### src/rtl/dmem_arbiter_pkg.sv
// Shared constants for the data-memory arbiter: port indices, default
// starvation bound and wait-counter width.
package dmem_arbiter_pkg;

    localparam int PORT_CPU         = 0;
    localparam int PORT_DMA         = 1;
    localparam int NUM_PORTS        = 2;

    localparam int MAX_WAIT_DEFAULT = 4;
    localparam int WAIT_W           = 4;

endpackage

### src/rtl/dmem_port_resp.sv
// Per-port read-response registers: captures memory read data on a granted
// read and presents it with a one-cycle rvalid pulse.
module dmem_port_resp #(
    parameter int DATA_W = 32
) (
    input  logic              clk,
    input  logic              reset,
    input  logic              gnt,
    input  logic              we,
    input  logic [DATA_W-1:0] mem_rdata,
    output logic              rvalid,
    output logic [DATA_W-1:0] rdata
);

    logic              rvalid_q;
    logic [DATA_W-1:0] rdata_q;
    logic              rd_fire;

    assign rd_fire = gnt & ~we;

    // NOTE: sequential state uses non-blocking assignments so every register
    // samples the pre-edge values, independent of statement order.
    always_ff @(posedge clk) begin
        if (reset) begin
            rvalid_q <= 1'b0;
            rdata_q  <= '0;
        end else begin
            rvalid_q <= rd_fire;
            if (rd_fire) begin
                rdata_q <= mem_rdata;
            end
        end
    end

    // Reset is synchronous, so a response captured just before reset would
    // still be visible in the reset cycle; masking drops it immediately.
    assign rvalid = rvalid_q & ~reset;
    assign rdata  = reset ? '0 : rdata_q;

endmodule

### src/rtl/dmem_arbiter.sv
// Two-port arbiter sharing a single-ported data memory between the CPU
// MEM stage and a DMA master, with bounded DMA wait.
module dmem_arbiter
    import dmem_arbiter_pkg::*;
#(
    parameter int ADDR_W   = 32,
    parameter int DATA_W   = 32,
    parameter int MAX_WAIT = MAX_WAIT_DEFAULT
) (
    input  logic              clk,
    input  logic              reset,

    input  logic              cpu_req,
    input  logic              cpu_we,
    input  logic [ADDR_W-1:0] cpu_addr,
    input  logic [DATA_W-1:0] cpu_wdata,
    output logic              cpu_gnt,
    output logic              cpu_stall,
    output logic              cpu_rvalid,
    output logic [DATA_W-1:0] cpu_rdata,

    input  logic              dma_req,
    input  logic              dma_we,
    input  logic [ADDR_W-1:0] dma_addr,
    input  logic [DATA_W-1:0] dma_wdata,
    output logic              dma_gnt,
    output logic              dma_rvalid,
    output logic [DATA_W-1:0] dma_rdata,

    output logic              mem_read,
    output logic              mem_write,
    output logic [ADDR_W-1:0] mem_addr,
    output logic [DATA_W-1:0] mem_wdata,
    input  logic [DATA_W-1:0] mem_rdata
);

    localparam logic [WAIT_W-1:0] MAX_WAIT_C = WAIT_W'(MAX_WAIT);

    logic [WAIT_W-1:0]    wait_cnt;
    logic [NUM_PORTS-1:0] gnt;

    // NOTE: every combinational output gets a default first, so no path
    // through the block leaves a signal unassigned and infers a latch.
    always_comb begin
        gnt = '0;
        if (!reset) begin
            if (dma_req && wait_cnt == MAX_WAIT_C) begin
                gnt[PORT_DMA] = 1'b1;
            end else if (cpu_req) begin
                gnt[PORT_CPU] = 1'b1;
            end else if (dma_req) begin
                gnt[PORT_DMA] = 1'b1;
            end
        end
    end

    always_comb begin
        mem_read  = 1'b0;
        mem_write = 1'b0;
        mem_addr  = '0;
        mem_wdata = '0;
        if (gnt[PORT_CPU]) begin
            mem_read  = ~cpu_we;
            mem_write = cpu_we;
            mem_addr  = cpu_addr;
            mem_wdata = cpu_wdata;
        end else if (gnt[PORT_DMA]) begin
            mem_read  = ~dma_we;
            mem_write = dma_we;
            mem_addr  = dma_addr;
            mem_wdata = dma_wdata;
        end
    end

    assign cpu_gnt   = gnt[PORT_CPU];
    assign dma_gnt   = gnt[PORT_DMA];
    assign cpu_stall = cpu_req & ~cpu_gnt;

    // Counts consecutive denied DMA cycles, saturating at the bound.
    always_ff @(posedge clk) begin
        if (reset) begin
            wait_cnt <= '0;
        end else if (!dma_req || gnt[PORT_DMA]) begin
            wait_cnt <= '0;
        end else if (wait_cnt < MAX_WAIT_C) begin
            wait_cnt <= wait_cnt + 1'b1;
        end
    end

    dmem_port_resp #(.DATA_W(DATA_W)) u_cpu_resp (
        .clk       (clk),
        .reset     (reset),
        .gnt       (gnt[PORT_CPU]),
        .we        (cpu_we),
        .mem_rdata (mem_rdata),
        .rvalid    (cpu_rvalid),
        .rdata     (cpu_rdata)
    );

    dmem_port_resp #(.DATA_W(DATA_W)) u_dma_resp (
        .clk       (clk),
        .reset     (reset),
        .gnt       (gnt[PORT_DMA]),
        .we        (dma_we),
        .mem_rdata (mem_rdata),
        .rvalid    (dma_rvalid),
        .rdata     (dma_rdata)
    );

endmodule

### config.mk
export PLATFORM = sky130hd
export DESIGN_NAME = dmem_arbiter
export DESIGN_NICKNAME = d
export VERILOG_FILES = /design/src/rtl/dmem_arbiter_pkg.sv /design/src/rtl/dmem_port_resp.sv /design/src/rtl/dmem_arbiter.sv
export SDC_FILE = /design/constraint.sdc
export NUM_CORES = 1
export LEC_CHECK = 0
export CORE_AREA = 2 2 118 120
export CTS_CLUSTER_SIZE = 28
export DETAILED_ROUTE_END_ITERATION = 8
export DIE_AREA = 0 0 120 122
export GPL_TIMING_DRIVEN = 1
export HOLD_SLACK_MARGIN = 0.15
export PLACE_DENSITY = 0.7
export SETUP_SLACK_MARGIN = 0.05
export SYNTH_ARGS = -nofsm -noshare
export SYNTH_HDL_FRONTEND = slang
export SYNTH_SLANG_ARGS = --single-unit
export TNS_END_PERCENT = 5
### constraint.sdc
create_clock -name clk -period 4 [get_ports clk]
set_input_delay 0.8 -clock clk [delete_from_list [all_inputs] [get_ports clk]]
set_output_delay 0.8 -clock clk [all_outputs]
set_load 0.02 [all_outputs]
==> results.sh, run 1 <==
export IMPL_p_clk_share_pct=35.9
export IMPL_clockRootBuffer="clkbuf_16"
export IMPL_synth_cell_types=24
export IMPL_cap_violations=0
export IMPL_clk_latency_ns=0.33
export IMPL_route_vias_total=3811
export IMPL_cts_hold_buf=0
export IMPL_ff_latch_area_um2=1401
export IMPL_cts_sinks=70
export IMPL_cts_tree="done"
export IMPL_coreArea_um2=13500
export IMPL_critPathArrivalTime_ns=3.00
export IMPL_gp_congestion=0.7981
export IMPL_hpwl_um=12350
export IMPL_switchingPower_uw=507.9
export IMPL_nets=807
export IMPL_place_ws_ns=0.1479
export IMPL_relSlewSlack_pct=68.12
export IMPL_required_ns=3.20
export IMPL_syn_mean_instance_area_um2=10.53
export IMPL_p_leak_uw=0.002820
export IMPL_crit_type="input pin to output pin"
export IMPL_start_kind="input pin"
export IMPL_fp_dieH_um=122
export IMPL_drc_errors=0
export IMPL_intPower_uw=1485
export IMPL_firstDrtPassIters=4
export IMPL_swShare_pct=25.49
export IMPL_multi_input_area_um2=2093
export IMPL_port_buffers=300
export IMPL_ys_ff_latch=70
export IMPL_grt_pass1_wl_um=21850
export IMPL_drt_total_wl_um=15980
export IMPL_ios=301
export IMPL_cp_max_fo=41
export IMPL_start_util_pct=27.52
export IMPL_synth_yosys_seq_area_share_pct=37.71
export IMPL_r2r_setup_slack_ns=2.11
export IMPL_combPwrFrac_pct=27.3
export IMPL_cts_made_buffers=9
export IMPL_finalWorstSetupSlack_ns=0.2003
export IMPL_setup_tns_ns=0
export IMPL_final_setup_viol_count=0
export IMPL_seq_power_share_pct=36.8
export IMPL_gr_total_overflow=0
export IMPL_final_common_cell="clkdlybuf4s50_1"
export IMPL_grt_use_total_pct=19.85
export IMPL_ctsLongestPathBuffers=2
export IMPL_min_period_ns=3.800
export IMPL_h_tree_depth=3
export IMPL_status="finished clean"
export IMPL_synthCells=353
export IMPL_synthesis_area_um2=3716
export IMPL_drt_wirelength_per_cell_um=19.27
export IMPL_peakVddDrop_mv=0.2145
export IMPL_period_share_pct=94.99
export IMPL_via_per_inst=4.597
export IMPL_final_cell_mix="clkdlybuf4s50_1 (295), nor2b_1 (88), dfxtp_1 (70)"
export IMPL_areaGrowthSynthToFinish_pct=91.38
export IMPL_die_x_um=120
export IMPL_num_rows=43
export IMPL_post_cts_buffers=0
export IMPL_hp_class="flop to flop"
export IMPL_grt_pass1_vias=3734
export IMPL_path_clk_slew_ns=0.05
export IMPL_drive_above_1_share_pct=15.06
export IMPL_fillerInstances=1216
export IMPL_antenna_found_initial=2
export IMPL_syn_nets=521
export IMPL_die_area_um2=14640
export IMPL_final_area_um2=7112
export IMPL_rsz0062_at_grt="no"
export IMPL_synth_warnings=0
export IMPL_max_freq_mhz=263.2
export IMPL_drv_slew=0
export IMPL_drt_first_iter_violations=152
export IMPL_postRouteAntennaNets=0
export IMPL_end_kind="output pin"
export IMPL_power_density_nw_per_um2=280.2
export IMPL_dpl_cell_area_um2=6803
export IMPL_tightest_slew_ns=0.4781
export IMPL_grt_start_max_net_pins=90
export IMPL_clock_skew_ns=0.004166
export IMPL_hold_viol=0
-- sequential cells by signal, indices dropped and copies added (netlist names) --
| name | count |
|---|---|
| wait_cnt | 4 |
| u_cpu_resp.rvalid_q | 1 |
| u_dma_resp.rdata_q | 32 |
| u_cpu_resp.rdata_q | 32 |
| u_dma_resp.rvalid_q | 1 |
-- cell type report --
cell class	count	area share [%]
diodes	5	0.1759
inverters	4	0.2111
well taps	180	3.167
clock buffers	12	3.466
repair buffers	307	43.53
clock inverters	4	0.3167
flip-flops and latches	70	19.70
multi-input cells	247	29.43
-- metrics by stage --
stage | hold WS [ns] | instances | utilization, % | total power [µW]
global route | 0.5420 | 824 | 52.57 | 2077
detailed placement | 0.5228 | 807 | 50.38 | 1289
CTS | 0.5306 | 823 | 52.37 | 2017
finish | 0.5309 | 829 | 52.66 | 1993
floorplan | 0.4835 | 353 | - | 975.7
global placement | 0.4997 | 807 | 50.38 | 1281
-- power by group through the flow --
stage	logic, µW	clock network (µW)	registers [µW]
final	544	715	733
after detailed placement	541	0	748
after CTS	544	739	733
after global routing	571	770	736
after floorplan	229	0	746
after global placement	534	0	747
-- final timing paths --
path               start                     end  depth (start not counted)
max              dma_req            mem_wdata[8]                          6
min          wait_cnt[3]             wait_cnt[3]                          1
max reg2reg  wait_cnt[0]  u_dma_resp.rdata_q[24]                          6
min reg2reg  wait_cnt[3]             wait_cnt[3]                          1
-- kinds of logic after synthesis --
logic type                 share of synthesized area (%)
buffers and inverters                              6.263
DFF                                                37.71
AOI/OAI and AO/OA                                  16.16
muxes                                              19.70
and+or+nand+nor                                    19.26
xor gates and xnor gates                          0.2357
adders and majority gates                         0.6733
-- critical path, stage by stage --
cell             delay, ns
clkdlybuf4s50_1       0.49
nand4b_2              0.21
and3b_4               0.37
buf_12                0.25
a22o_1                0.23
clkdlybuf4s50_1       0.63
-- routing by layer --
layer  vias up  global-route usage (%)  wire length (µm)
met5         -                       0                 0
met4         0                   5.956               214
met3        14                   8.427              1466
met2       155                   34.23              7845
met1      1816                   22.28              6450
li1       1826                       -                 -
-- synth_stat cells --
cell type	n	area share, %
a21o_1	1	0.20
a21oi_2	1	0.24
a22o_1	65	15
and2b_1	12	2.4
and3_1	3	0.51
and3b_1	1	0.24
buf_2	6	0.81
buf_4	8	1.6
buf_6	8	2.4
clkbuf_1	10	1.0
dfxtp_1	70	38
ha_1	2	0.67
inv_1	3	0.30
inv_2	1	0.10
mux2_2	65	20
nand2_2	1	0.17
nand2b_1	1	0.17
nand4b_2	1	0.40
nor2_1	2	0.20
nor2b_1	88	15
nor3b_2	1	0.34
o211a_1	1	0.27
o21ai_0	1	0.13
xnor2_1	1	0.24
-- repair_timing --
action | 4_1_cts | 5_1_grt
gates resized for setup | 0 | 1
setup endpoints to repair | 0 | 2
hold endpoints to repair | 0 | 0
Power figures use the tool's default switching activity.
==> run 2: changes to the inputs <==
PLACE_DENSITY = default   (was 0.7)
PLACE_DENSITY_LB_ADDON = 0.25   (was default)
SETUP_SLACK_MARGIN = default   (was 0.05)
==> results.sh, run 2 (synthesis gave the netlist of run 1 again) <==
export IMPL_status="finished clean"
export IMPL_drv_slew=0
export IMPL_final_setup_viol_count=0
export IMPL_grt_pass1_vias=3732
export IMPL_timing_rr_start="wait_cnt[0]"
export IMPL_critPathArrivalTime_ns=3.10
export IMPL_cts_hold_buf=0
export IMPL_hpwl_um=12050
export IMPL_antenna_found_initial=2
export IMPL_path_clk_slew_ns=0.05
export IMPL_period_share_pct=97.56
export IMPL_h_tree_depth=3
export IMPL_peakVddDrop_mv=0.2501
export IMPL_cts_made_buffers=9
export IMPL_cts_sinks=70
export IMPL_post_cts_buffers=0
export IMPL_cp_max_fo=50
export IMPL_gr_total_overflow=0
export IMPL_min_from="wait_cnt[3]"
export IMPL_die_x_um=120
export IMPL_num_rows=43
export IMPL_crit_type="input pin to output pin"
export IMPL_power_density_nw_per_um2=298.9
export IMPL_ios=301
export IMPL_nets=806
export IMPL_startpoint="dma_req"
export IMPL_start_util_pct=27.52
export IMPL_grt_use_total_pct=20.11
export IMPL_tightest_slew_ns=0.5435
export IMPL_coreArea_um2=13500
export IMPL_relSlewSlack_pct=63.77
export IMPL_die_area_um2=14640
export IMPL_ctsLongestPathBuffers=2
export IMPL_grt_start_max_net_pins=99
export IMPL_max_freq_mhz=256.2
export IMPL_hp_class="flop to flop"
export IMPL_via_per_inst=4.587
export IMPL_end_kind="output pin"
export IMPL_reg_top3="u_cpu_resp.rdata_q (32), u_dma_resp.rdata_q (32), wait_cnt (4)"
export IMPL_min_period_ns=3.902
export IMPL_cap_violations=0
export IMPL_firstDrtPassIters=5
export IMPL_drt_total_wl_um=15580
export IMPL_final_core_util_pct=52.77
export IMPL_postRouteAntennaNets=0
export IMPL_gp_congestion=0.7995
export IMPL_drc_errors=0
export IMPL_cts_tree="done"
export IMPL_grt_pass1_wl_um=22160
export IMPL_rsz0062_at_grt="no"
export IMPL_clock_skew_ns=0.006545
export IMPL_fillerInstances=1200
export IMPL_route_vias_total=3789
export IMPL_setup_tns_ns=0
export IMPL_final_common_cell="clkdlybuf4s50_1"
export IMPL_clk_latency_ns=0.33
export IMPL_start_kind="input pin"
export IMPL_areaGrowthSynthToFinish_pct=91.78
export IMPL_drt_first_iter_violations=170
export IMPL_hold_slack_ns=0.5296
export IMPL_port_buffers=300
export IMPL_clockRootBuffer="clkbuf_16"
export IMPL_p_leak_uw=0.002826
export IMPL_required_ns=3.20
export IMPL_fp_dieH_um=122
export IMPL_postCtsResizedCells=0
export IMPL_final_cell_mix="clkdlybuf4s50_1 (297), nor2b_1 (88), dfxtp_1 (70)"
export IMPL_drt_wirelength_per_cell_um=18.86
export IMPL_drive_above_1_share_pct=14.93
export IMPL_hold_viol=0
run 2: cell count changes in the layout (fill, tap and decap cells not counted), moves of 2 or more:
| cell | change |
|---|---|
| bufinv_16 | +2 |
| clkbuf_1 | -2 |
| clkdlybuf4s50_1 | +2 |
| diode_2 | -2 |
run 2: stage by stage:
step / std cells / power (µW) / instance area, µm² / setup slack [ns]
finish: 826 / 2131 / 7127 / 0.09751
global route: 823 / 2221 / 7119 / 0.02452
CTS: 823 / 2156 / 7119 / 0.1355
detailed placement: 807 / 1287 / 6795 / 0.1505
global placement: 807 / 1281 / 6795 / 0.1846
floorplan: 353 / 975.7 / 3716 / 1.468
run 2: layout make-up:
cell class              count  area (µm²)  share of cell area, %
well taps                 180       225.2                  3.160
multi-input cells         247        2091                  29.34
inverters                   4       15.01                 0.2107
repair buffers            306        3063                  42.98
flip-flops and latches     70        1401                  19.66
clock buffers              10       239.0                  3.353
clock inverters             6       85.08                  1.194
diodes                      3       7.507                 0.1053
run 2: worst paths after layout:
| check | depth (start not counted) | slack, ns | to |
|---|---|---|---|
| worst max register to register | 6 | 2.16 | u_dma_resp.rdata_q[26] |
| worst min register to register | 1 | 0.53 | wait_cnt[3] |
| worst min-delay path | 1 | 0.53 | wait_cnt[3] |
| worst max-delay path | 6 | 0.1 | mem_wdata[7] |
run 2: power breakdown:
group	total, µW	internal [µW]	switching, µW
clock	860	560	300
sequential	733	728	5.36
combinational	538	321	217
total	2130	1610	522
run 2: worst max-delay path, cell delays in order:
cell and delay, ns:
clkdlybuf4s50_1 0.51, nand4b_2 0.21, and3b_2 0.21, buf_4 0.44
a22o_1 0.25, clkdlybuf4s50_1 0.63
run 2: layer usage:
| layer | wire length, µm | track usage [%] |
|---|---|---|
| met3 | 1538 | 8.146 |
| met5 | 8 | 0 |
| met4 | 279 | 6.250 |
| met1 | 6599 | 24.79 |
| met2 | 7151 | 32.14 |
